**src/rtl/janela_pkg.sv**
```systemverilog
// Shared types and default sizes for the 3x3 binary window generator.
package janela_pkg;

  localparam int unsigned LarguraPadrao = 8;
  localparam int unsigned AlturaPadrao  = 8;

  typedef enum logic [1:0] {
    StOcioso = 2'd0,
    StEnche  = 2'd1,
    StAtivo  = 2'd2,
    StFim    = 2'd3
  } estado_t;

endpackage

```
**src/rtl/linha_buffer.sv**
```systemverilog
// One image row of binary pixels; combinational read, so a read and a write
// at the same address in one cycle return the old bit.
module linha_buffer #(
  parameter int unsigned LARGURA = 8
) (
  input  logic                       clk,
  input  logic                       we,
  input  logic [$clog2(LARGURA)-1:0] addr,
  input  logic                       din,
  output logic                       dout
);

  logic [LARGURA-1:0] mem_q;

  assign dout = mem_q[addr];

  always_ff @(posedge clk) begin
    if (we) begin
      mem_q[addr] <= din;
    end
  end

endmodule

```
**src/rtl/gera_janela.sv**
```systemverilog
// Streams a binary raster image and emits 3x3 windows from two line buffers.
// Optional status outputs (frame_done, erro) under GERA_JANELA_STATUS_EN.
module gera_janela
  import janela_pkg::*;
#(
  parameter int unsigned LARGURA = LarguraPadrao,
  parameter int unsigned ALTURA  = AlturaPadrao
) (
  input  logic       clk,
  input  logic       rst_n,
  input  logic       pix_in,
  input  logic       pix_valid,
  input  logic       sof,
  output logic [2:0] q1,
  output logic [2:0] q2,
  output logic [2:0] q3,
  output logic       win_valid
`ifdef GERA_JANELA_STATUS_EN
  ,
  output logic       frame_done,
  output logic       erro
`endif
);

  localparam int unsigned CW = $clog2(LARGURA);
  localparam int unsigned RW = $clog2(ALTURA);
  localparam logic [CW-1:0] ColMax = CW'(LARGURA - 1);
  localparam logic [RW-1:0] LinMax = RW'(ALTURA - 1);

  estado_t       estado_q, estado_d;
  logic [CW-1:0] col_q, col_d, col_cur;
  logic [RW-1:0] lin_q, lin_d, lin_cur;
  logic          inicio, aceita, ultima_col, ultimo_pix, win_d;
  logic          lb0_rd, lb1_rd;

  always_comb begin
    inicio     = pix_valid & sof;
    aceita     = inicio | (pix_valid & ((estado_q == StEnche) | (estado_q == StAtivo)));
    // A sof pixel is always (0,0), whatever the counters say.
    col_cur    = inicio ? '0 : col_q;
    lin_cur    = inicio ? '0 : lin_q;
    ultima_col = (col_cur == ColMax);
    ultimo_pix = ultima_col & (lin_cur == LinMax);
    win_d      = aceita & ~inicio & (lin_cur >= RW'(2)) & (col_cur >= CW'(2));

    col_d    = col_q;
    lin_d    = lin_q;
    estado_d = estado_q;

    if (aceita) begin
      if (ultima_col) begin
        col_d = '0;
        lin_d = (lin_cur == LinMax) ? '0 : lin_cur + RW'(1);
      end else begin
        col_d = col_cur + CW'(1);
        lin_d = lin_cur;
      end
    end

    unique case (estado_q)
      StOcioso, StFim: begin
        if (inicio) estado_d = StEnche;
      end
      StEnche: begin
        if (inicio) estado_d = StEnche;
        else if (aceita && ultima_col && (lin_cur == RW'(1))) estado_d = StAtivo;
      end
      StAtivo: begin
        if (inicio) estado_d = StEnche;
        else if (aceita && ultimo_pix) estado_d = StFim;
      end
      default: estado_d = StOcioso;
    endcase
  end

  linha_buffer #(
    .LARGURA(LARGURA)
  ) u_lb0 (
    .clk (clk),
    .we  (aceita),
    .addr(col_cur),
    .din (pix_in),
    .dout(lb0_rd)
  );

  linha_buffer #(
    .LARGURA(LARGURA)
  ) u_lb1 (
    .clk (clk),
    .we  (aceita),
    .addr(col_cur),
    .din (lb0_rd),
    .dout(lb1_rd)
  );

  always_ff @(posedge clk or negedge rst_n) begin
    if (!rst_n) begin
      estado_q  <= StOcioso;
      col_q     <= '0;
      lin_q     <= '0;
      q1        <= 3'b000;
      q2        <= 3'b000;
      q3        <= 3'b000;
      win_valid <= 1'b0;
    end else begin
      estado_q  <= estado_d;
      col_q     <= col_d;
      lin_q     <= lin_d;
      win_valid <= win_d;
      if (aceita) begin
        q3 <= {q3[1:0], pix_in};
        q2 <= {q2[1:0], lb0_rd};
        q1 <= {q1[1:0], lb1_rd};
      end
    end
  end

`ifdef GERA_JANELA_STATUS_EN
  always_ff @(posedge clk or negedge rst_n) begin
    if (!rst_n) begin
      frame_done <= 1'b0;
      erro       <= 1'b0;
    end else begin
      frame_done <= aceita & ~inicio & (estado_q == StAtivo) & ultimo_pix;
      if (inicio) begin
        erro <= 1'b0;
      end else if ((estado_q == StFim) && pix_valid) begin
        erro <= 1'b1;
      end
    end
  end
`endif

endmodule
```
**config.mk**
```make
export PLATFORM = sky130hd
export DESIGN_NAME = gera_janela
export DESIGN_NICKNAME = d
export VERILOG_FILES = /design/src/rtl/janela_pkg.sv /design/src/rtl/linha_buffer.sv /design/src/rtl/gera_janela.sv
export SDC_FILE = /design/constraint.sdc
export NUM_CORES = 1
export LEC_CHECK = 0
export ABC_AREA = 1
export CAP_MARGIN = 20
export CORE_MARGIN = 3
export CORE_UTILIZATION = 59
export CTS_BUF_LIST = sky130_fd_sc_hd__clkbuf_8
export DETAILED_ROUTE_END_ITERATION = 7
export GPL_TIMING_DRIVEN = 1
export PLACE_DENSITY = 0.81
export REMOVE_ABC_BUFFERS = 1
export SYNTH_ARGS = -nofsm -noshare
export SYNTH_HDL_FRONTEND = slang
export SYNTH_SLANG_ARGS = --single-unit
```
**constraint.sdc**
```tcl
create_clock -name clk -period 2.2 [get_ports clk]
set_input_delay 0.22 -clock clk [delete_from_list [all_inputs] [get_ports clk]]
set_output_delay 0.22 -clock clk [all_outputs]
set_load 0.02 [all_outputs]
```
==> results.cfg <==
[outcome]
status = completed

[synthesis]
muxShareOfSynthArea = 0
synth_top_family_by_area = simple AND/OR/NAND/NOR gates
synth_top_area_share = 0.281
dominant_cells_by_area_after_synthesis = edfxtp_1 28%, dfrtp_1 26%, nand2_1 9.2%, ha_1 6.6%, inv_1 6.6%
synth_top_cell_by_area = edfxtp_1
ys_seq_elements = 34
sequential_share_of_the_synthesized_area = 0.545
post_synth_instance_area_um2 = 1710
synth_xor_xnor_area_share = 0
post_synth_fa_ha_maj_area_fraction = 0.0659
synth.lib_cells_used.distinct = 23
post_synth_inst_count = 183
synthSimpleGateAreaFrac = 0.229
postSynth.topFlopCell = dfrtp_1
number_of_enable_flip_flop_cells_after_synthesis = 16
ys_async_sr_fraction = 0.529
yosys_warnings = 0
synth_compound_area_frac = 0.0659
syn_avg_cell_area_um2 = 9.33

[global_routing]
grt_max_degree = 19
gr-max-usage-layer = met2
grt_antenna_before_repair = 0
grt_util_met3 = 0.0454
grt_pass1_vias = 1178
grt_overflow = 0
grtUsageMet1 = 0.232
grt_util_met2 = 0.332
grt.total_usage = 0.198
wire_length_of_the_first_global_routing_pass_um = 5110

[clocking]
tritoncts.num_buffers = 5
clock_sink_count = 34
cts_resized = 0
ctsHoldBuffers = 0
ctsLongestPathBuffers = 2
clk_latency_ps = 280
cts.reportedPaths.clkPinSlew_ps = 60
cts.root.buffer_cell = clkbuf_8
tritoncts_clock_tree = done
cts_setup_buffers = 0
ctsHtreeMaxLevel = 2

[setup_path]
cp_capture_type = register
timing.reg2reg.setup_slack_ps = 280
r2r.worst_path.cells = 7
path_class = register to register
worst_endpoint_required_time_ps = 2180
reg2reg_from = estado_q[0]
critical_path.max_fanout = 8
cp.arrival_ps = 1900
timing.critical_path.from_type = register
setup.worst_path.end = u_lb0.mem_q[6]
worstSetupStartpoint = estado_q[0]
regToRegEndpoint = u_lb0.mem_q[6]

[sta]
rsz0062_at_grt = no
fmax_mhz = 521
slew_viol_final = 0
final.setup_skew_ps = 6.68
worst_slew_margin_rel = 0.452
tightestPinTransition_ps = 819
fin_crit_ps = 1920
final.period_utilization = 0.873
setup-violations-final = 0
fin_tns_setup_ps = 0
final-hold-violation-count = 0

[floorplanning]
fp.dieW_um = 59.8
core_area_um2 = 2610
num_io_pins = 15
die_outline_area_um2 = 3580
die_h_um = 59.8
fp-row-count = 18
initial_utilization = 0.654

[finish]
layout-drive-gt1-share = 0.0882
multiInputGateArea_um2 = 616
layout_common_cells = 42 x nand2_1, 30 x inv_1, 19 x nor2_1
n_antenna_cell = 0
finalInstanceArea_um2 = 1980
fillers = 187
layout-area-overhead-vs-synth_pct = 15.8
nets = 217
final-instance-count-excl-fill = 234
ff_latch_area_um2 = 931
fin_util = 0.757
layout.cells.most_common = nand2_1

[placed_design]
area_post_placement_um2 = 1870
port_buffers = 14
place_inst = 226
hpwl_um = 2190
globalplace.congestion = 0.845

[pwr]
vdd_drop_max_mv = 1.21
total_design_power_mw = 2.43
leakagePower_nw = 0.948
pwr_density_cell_nw_per_um2 = 1230

[run]
maxCapViolations = 0

[detailed_routing]
final_antenna_net_count = 0
detail_route.drc_violations = 0
drt_iter0_drc = 70
first_pass_iters = 4
wl_um = 2960
drt-wirelength-per-cell_um = 12.6
routed_via_density = 5.31
detailroute.via_count = 1243

[worst_hold_path]
hp-class = input port to async pin
## synth_stat cells (2+ instances only)
| master | number |
|---|---|
| nand3b_1 | 6 |
| nand2_4 | 2 |
| o211ai_1 | 2 |
| ha_1 | 9 |
| buf_2 | 2 |
| nand3_1 | 11 |
| edfxtp_1 | 16 |
| dfrtp_1 | 18 |
| o21ai_0 | 14 |
| nor2_1 | 19 |
| nand3_2 | 2 |
| nand2_1 | 42 |
| inv_1 | 30 |
## power by group
part | switching (mW) | total [mW] | internal, mW
Clock | 0.200 | 0.515 | 0.315
Sequential | 0.113 | 0.973 | 0.860
Combinational | 0.574 | 0.941 | 0.367
Total | 0.887 | 2.43 | 1.54
## logic make-up (layout without fill, tap and decap cells)
logic type	Yosys count	count (layout)
simple gates	85	85
buf+inv	35	56
flops	34	34
compound gates	20	20
fa+ha+maj	9	9
## layout make-up
type                    count  share of cell area
well taps                  30              0.0190
multi-input cells         114               0.311
flip-flops and latches     34               0.471
repair buffers             18              0.0861
clock buffers               8              0.0557
inverters                  30              0.0570
## how the worst min path moves through the flow
stage | to | startpoint | cells past startpoint
final | q2[0] | rst_n | 1
after global routing | win_valid | rst_n | 1
after floorplan | col_q[0] | rst_n | 0
after CTS | q2[2] | rst_n | 1
after global placement | q2[2] | q2[2] | 2
after detailed placement | q3[2] | q3[2] | 2
## registers in the layout, summed over array words and instances, names as in the netlist
name and count:
u_lb0.mem_q 8, u_lb1.mem_q 8, col_q 3, lin_q 3, q1 3, q2 3
q3 3, estado_q 2, win_valid 1
## worst max-delay path: stages (launching register included)
cell,delay (ps)
dfrtp_1,380
inv_1,50
ha_1,300
inv_1,120
o21ai_2,130
inv_1,220
nand2_1,200
nor2_1,210
## metrics by stage
step	hold slack [ps]	setup WS (ps)
CTS	435	274
global placement	465	77.5
floorplan	-75.6	415
detailed placement	481	14.1
finish	412	279
global route	461	102
## metal layers
layer,vias up,routed length (um),part of all wire
met4,0,66,0.022
met5,-,0,0
met3,7,125,0.042
li1,623,-,-
met1,586,1280,0.43
met2,27,1490,0.50
Power figures use the tool's default switching activity.
